### config.mk
export PLATFORM = sky130hd
export DESIGN_NAME = sap1_core_flat
export DESIGN_NICKNAME = d
export VERILOG_FILES = /design/src/rtl/sap1_core_if.sv /design/src/rtl/sap1_core.sv /design/src/flat_wrapper.sv
export SDC_FILE = /design/constraint.sdc
export NUM_CORES = 1
export LEC_CHECK = 0
export ABC_AREA = 1
export CELL_PAD_IN_SITES_DETAIL_PLACEMENT = 1
export CELL_PAD_IN_SITES_GLOBAL_PLACEMENT = 2
export CORE_MARGIN = 8
export CORE_UTILIZATION = 34
export DETAILED_ROUTE_END_ITERATION = 7
export GPL_TIMING_DRIVEN = 0
export PLACE_DENSITY_LB_ADDON = 0.25
export SKIP_LAST_GASP = 1
export SLEW_MARGIN = 20
export SYNTH_ARGS = -nofsm -noshare
export SYNTH_HDL_FRONTEND = slang
export SYNTH_SLANG_ARGS = --single-unit
### constraint.sdc
create_clock -name clk -period 2.7 [get_ports clk]
set_clock_uncertainty 0.2 [all_clocks]
set_input_delay 0.81 -clock clk [delete_from_list [all_inputs] [get_ports clk]]
set_output_delay 0.81 -clock clk [all_outputs]
set_load 0.02 [all_outputs]
### src/rtl/sap1_core_if.sv
// Memory bus between the SAP-1 core (master) and the 16x8 program/data memory (slave).
interface sap1_core_if;
  logic [3:0] mem_addr;
  logic       mem_ce_n;
  logic [7:0] bus_in;

  modport master (output mem_addr, output mem_ce_n, input bus_in);
  modport slave  (input mem_addr, input mem_ce_n, output bus_in);
endinterface

### src/rtl/sap1_core.sv
// SAP-1 core: PC, MAR, IR, A, B, adder/subtractor, output register and six-state ring controller.
// Optional carry/zero flags are enabled by defining SAP1_FLAGS_EN; otherwise both flags read 0.
module sap1_core (
  input  logic        clk,
  input  logic        clr_n,
  sap1_core_if.master mem,
  output logic [7:0]  out_reg,
  output logic        halted,
  output logic        carry,
  output logic        zero
);

  typedef enum logic [2:0] {T1, T2, T3, T4, T5, T6} state_t;

  localparam logic [3:0] OP_LDA = 4'b0000;
  localparam logic [3:0] OP_ADD = 4'b0001;
  localparam logic [3:0] OP_SUB = 4'b0010;
  localparam logic [3:0] OP_OUT = 4'b1110;
  localparam logic [3:0] OP_HLT = 4'b1111;

  state_t     state;
  logic [3:0] pc;
  logic [3:0] mar;
  logic [7:0] ir;
  logic [7:0] a;
  logic [7:0] b;
  logic [3:0] opcode;
  logic       is_mem_op;
  logic       is_sub;
  logic [7:0] alu_result;

  assign opcode    = ir[7:4];
  assign is_mem_op = (opcode == OP_LDA) || (opcode == OP_ADD) || (opcode == OP_SUB);
  assign is_sub    = (opcode == OP_SUB);

  assign mem.mem_addr = mar;
  assign mem.mem_ce_n = !((state == T3) || ((state == T5) && is_mem_op));

`ifdef SAP1_FLAGS_EN
  // SUB is A + ~B + 1 so bit 8 reads as "no borrow".
  logic [8:0] alu_full;
  assign alu_full   = is_sub ? ({1'b0, a} + {1'b0, ~b} + 9'd1) : ({1'b0, a} + {1'b0, b});
  assign alu_result = alu_full[7:0];
`else
  assign alu_result = is_sub ? (a - b) : (a + b);
  assign carry      = 1'b0;
  assign zero       = 1'b0;
`endif

  always_ff @(posedge clk or negedge clr_n) begin
    if (!clr_n) begin
      state   <= T1;
      pc      <= 4'h0;
      mar     <= 4'h0;
      ir      <= 8'h00;
      a       <= 8'h00;
      b       <= 8'h00;
      out_reg <= 8'h00;
      halted  <= 1'b0;
`ifdef SAP1_FLAGS_EN
      carry   <= 1'b0;
      zero    <= 1'b0;
`endif
    end else begin
      case (state)
        T1: begin
          mar   <= pc;
          state <= T2;
        end
        T2: begin
          pc    <= pc + 4'h1;
          state <= T3;
        end
        T3: begin
          ir    <= mem.bus_in;
          state <= T4;
        end
        T4: begin
          state <= T5;
          if (is_mem_op) begin
            mar <= ir[3:0];
          end else if (opcode == OP_OUT) begin
            out_reg <= a;
          end else if (opcode == OP_HLT) begin
            // Parking in T4 with HLT still in IR repeats this branch forever.
            halted <= 1'b1;
            state  <= T4;
          end
        end
        T5: begin
          if (opcode == OP_LDA) begin
            a <= mem.bus_in;
          end else if (is_mem_op) begin
            b <= mem.bus_in;
          end
          state <= T6;
        end
        T6: begin
          if ((opcode == OP_ADD) || is_sub) begin
            a <= alu_result;
`ifdef SAP1_FLAGS_EN
            carry <= alu_full[8];
            zero  <= (alu_result == 8'h00);
`endif
          end
          state <= T1;
        end
        default: state <= T1;
      endcase
    end
  end

endmodule

### src/flat_wrapper.sv
// flat-port wrapper written by rule: the top's interface ports become plain ports
module sap1_core_flat 
  (clk, clr_n, out_reg, halted, carry, zero, mem_mem_addr, mem_mem_ce_n, mem_bus_in);
  sap1_core_if mem_i ();
  input  logic clk;
  input  logic clr_n;
  output logic [7:0] out_reg;
  output logic halted;
  output logic carry;
  output logic zero;
  output wire logic [$bits(mem_i.mem_addr)-1:0] mem_mem_addr;
  output wire logic [$bits(mem_i.mem_ce_n)-1:0] mem_mem_ce_n;
  input wire logic [$bits(mem_i.bus_in)-1:0] mem_bus_in;
  assign mem_mem_addr = mem_i.mem_addr;
  assign mem_mem_ce_n = mem_i.mem_ce_n;
  assign mem_i.bus_in = mem_bus_in;
  sap1_core u_core (.clk(clk), .clr_n(clr_n), .mem(mem_i), .out_reg(out_reg), .halted(halted), .carry(carry), .zero(zero));
endmodule
==> impl_metrics.csv <==
group,metric,value,unit
run_status,outcome,"completed",
floorplan,floorplan.initialDensity,34.8,%
global_routing,grt_usage,12.9,%
yosys,share_of_flip_flops_with_an_asynchronous_set_or_reset_after_synthesis,100,%
drt,detailedRoute.firstIterationViolations,45,
clock_tree,cts.clk_slew.worst_paths,0.10,ns
placement,place_congestion,0.751,
global_routing,top_usage_layer,"met2",
clock_tree,cts-root-buf,"clkbuf_8",
floorplan,core,7210,um^2
timing,final-setup-viol-count,0,
clock_tree,clock_insertion_delay_worst_skew,0.30,ns
yosys,synthesis.area_per_instance,8.63,um^2
drt,drt-pass1-iter-count,4,
global_routing,grt_use_met3,2.38,%
floorplan,rows,31,
clock_tree,cts_htree_levels,2,
hold_path,timing.hold.worst.class,"input pin to asynchronous set/reset pin",
floorplan,die_width,102,um
yosys,syn_inst,291,
placement,placement.io_buffers,23,
setup_path,critPathRequiredTime,1.69,ns
floorplan,boundaryPins,26,
clock_tree,clock_path_buffers,2,
yosys,synth_edf_count,0,
placement,detailed_place_hpwl,4.81,mm
drt,final_antenna_net_count,0,
power_and_ir_drop,power.static_leakage,1.48,nW
finish,final_cell_count_no_fill,423,
drt,dr_total_vias,1969,
finish,layout.core_utilization,42.1,%
run,count_of_maximum_capacitance_violations,0,
clock_tree,tritoncts,"done",
setup_path,worstSetupPathType,"flip-flop to primary output",
finish,num-fill-cells,897,
finish,area_of_combinational_cells_with_multiple_inputs,1220,um^2
clock_tree,cts_setup_buffers,0,
yosys,synth_cell_types,41,
yosys,synthTopCellsByArea,"dfrtp_1, nand2_1, inv_1, ha_1, nand3_1",
finish,final_nets,343,
finish,post_route_cells_drive_above_1_share,17.6,%
finish,register_area,1100,um^2
floorplan,die_area,10400,um^2
yosys,netlist_area,2510,um^2
global_routing,maximum_number_of_pins_on_one_net_before_global_route_repair,30,
global_routing,grt_use_met2,21.2,%
floorplan,dieHeight,102,um
drt,detail_route.wl_per_cell,14.2,um
yosys,synth.top_cell.area_share,43.8,%
finish,antenna_cells_inserted,0,
timing,drv_slew,0,
setup_path,cp.arrival,1.60,ns
timing,period_needed,2.61,ns
drt,wirelength,5.99,mm
clock_tree,cts_num_sinks,44,
setup_path,critical_path_peak_fanout,10,
power_and_ir_drop,cellPowerDensity,1360,nW/um^2
global_routing,globalRouteMet1Util,16.8,%
global_routing,grt_pass1_wl,10.5,mm
clock_tree,cts_made_buffers,5,
drt,drt-vias-per-instance,4.65,
timing,hold_violations,0,
yosys,synth_sequential_area_ratio,43.8,%
placement,placedCellCount,415,
yosys,synthFlopType,"dfrtp_1",
global_routing,grt_overflow_total,0,
setup_path,worstSetupEndpointType,"primary output",
timing,max_freq,384,MHz
finish,syn2layout_area_growth,21.0,%
setup_path,crit_path_start_kind,"flip-flop",
yosys,postSynthRegisterBits,44,
global_routing,antenna_found_initial,0,
timing,fin_crit_sh,96.5,%
drt,detail_route.drc_violations,0,
timing,grt_setup_unrepaired,"no",
power_and_ir_drop,ir_drop,0.399,mV
clock_tree,cts_hold_repair.buffers,0,
yosys,synth.yosys.warnings,0,
global_routing,via_count_of_the_first_global_routing_pass,2125,
yosys,biggest_area_consumer_among_synthesized_cells,"dfrtp_1",
==> metrics by stage <==
step,setup TNS (ns),setup WS [ns],hold WS (ns),instance area (um^2),total power [mW]
finish,0,0.0948,0.220,3040,4.13
global route,0,0.0101,0.239,3040,4.57
CTS,0,0.00523,0.224,3020,4.16
detailed placement,-0.182,-0.182,0.256,2890,3.59
global placement,-32.82,-0.745,0.247,2870,3.52
floorplan,0,0.448,0.242,2520,2.91
==> kinds of logic after synthesis <==
group | after synthesis | share of synthesized area [%]
flip-flops | 44 | 43.8
AND/OR/NAND/NOR | 125 | 23.3
other | 1 | 0.149
XOR/XNOR | 10 | 3.49
AO/OA/AOI/OAI | 46 | 12.7
buffers and inverters | 50 | 8.57
adder cells (fa/ha/maj) | 10 | 5.28
multiplexers | 5 | 2.69
==> power breakdown <==
group / switching, mW / internal [mW] / leakage (nW)
Sequential: 0.277 / 0.977 / 0.529
Combinational: 1.38 / 0.942 / 0.889
Clock: 0.243 / 0.303 / 0.0614
==> layer usage <==
metal / wire (um) / vias to the layer above / part of all wire [%]
met5: 0 / - / 0
met4: 54 / 0 / 0.90
met3: 167 / 5 / 2.8
met2: 2860 / 17 / 48
met1: 2910 / 936 / 49
li1: - / 1011 / -
==> cell usage after synthesis (2+ instances only) <==
cell type   n
a21oi_1    11
a31oi_1     4
buf_2       2
buf_4       2
buf_6       2
dfrtp_1    44
ha_1        9
inv_1      36
inv_2       6
mux2_4      3
nand2_1    73
nand3_1    16
nand4_1     8
nor2_1     15
nor3_1      2
o211ai_2    4
o21a_1      2
o21ai_0     8
o21ai_1     5
o21ai_2     9
or2_2       2
xnor2_1     4
xor2_1      6
==> worst max-delay path: stages (launching register included) <==
cell and delay [ns]:
dfrtp_2 0.47, nor3_4 0.25, clkbuf_8 0.21, a21oi_1 0.05, dlygate4sd2_1 0.32
==> path summary, 6_finish.rpt <==
check,start,endpoint,slack [ns],depth (start not counted)
worst max-delay path,u_core.state[2],mem_mem_ce_n,0.09,4
worst min-delay path,clr_n,u_core.pc[2],0.22,1
worst max register to register,u_core.ir[7],u_core.a[6],0.21,12
worst min register to register,u_core.pc[3],u_core.pc[3],0.27,1
max in group asynchronous,clr_n,u_core.b[6],1.59,2
min in group clk,u_core.pc[3],u_core.pc[3],0.27,1
==> area by class of cell <==
cell class / instances / area share, %
Multi-Input combinational cell: 198 / 40.2
Sequential cell: 44 / 36.3
Timing Repair Buffer: 24 / 8.02
Inverter: 43 / 5.39
Tap cell: 99 / 4.07
Clock buffer: 6 / 2.72
Buffer: 7 / 2.02
Clock inverter: 2 / 1.28
==> what timing repair did <==
item | CTS | global route
resized for setup | 5 | 6
endpoints found under the setup margin | 1 | 4
gates cloned | 0 | 0
==> cells in the final DEF, fill, tap and decap left out, types with 2 or more instances in the layout <==
cell,netlist,final
a31oi_1,4,4
buf_4,2,2
nand2_2,1,2
o21ai_1,5,5
ha_1,9,9
o21ai_0,8,8
buf_2,2,3
dfrtp_1,44,43
a21oi_1,11,11
nand3_1,16,16
nor2_4,1,2
nor2_1,15,15
nor3_4,1,2
o21a_1,2,2
nand2_1,73,72
o21ai_2,9,9
clkdlybuf4s50_1,0,21
clkbuf_8,0,7
buf_6,2,2
xnor2_1,4,4
inv_2,6,7
or2_2,2,2
conb_1,1,2
mux2_4,3,3
xor2_1,6,6
nand4_1,8,8
o211ai_2,4,4
inv_1,36,35
Note: power is estimated with default switching activity, not from simulation.
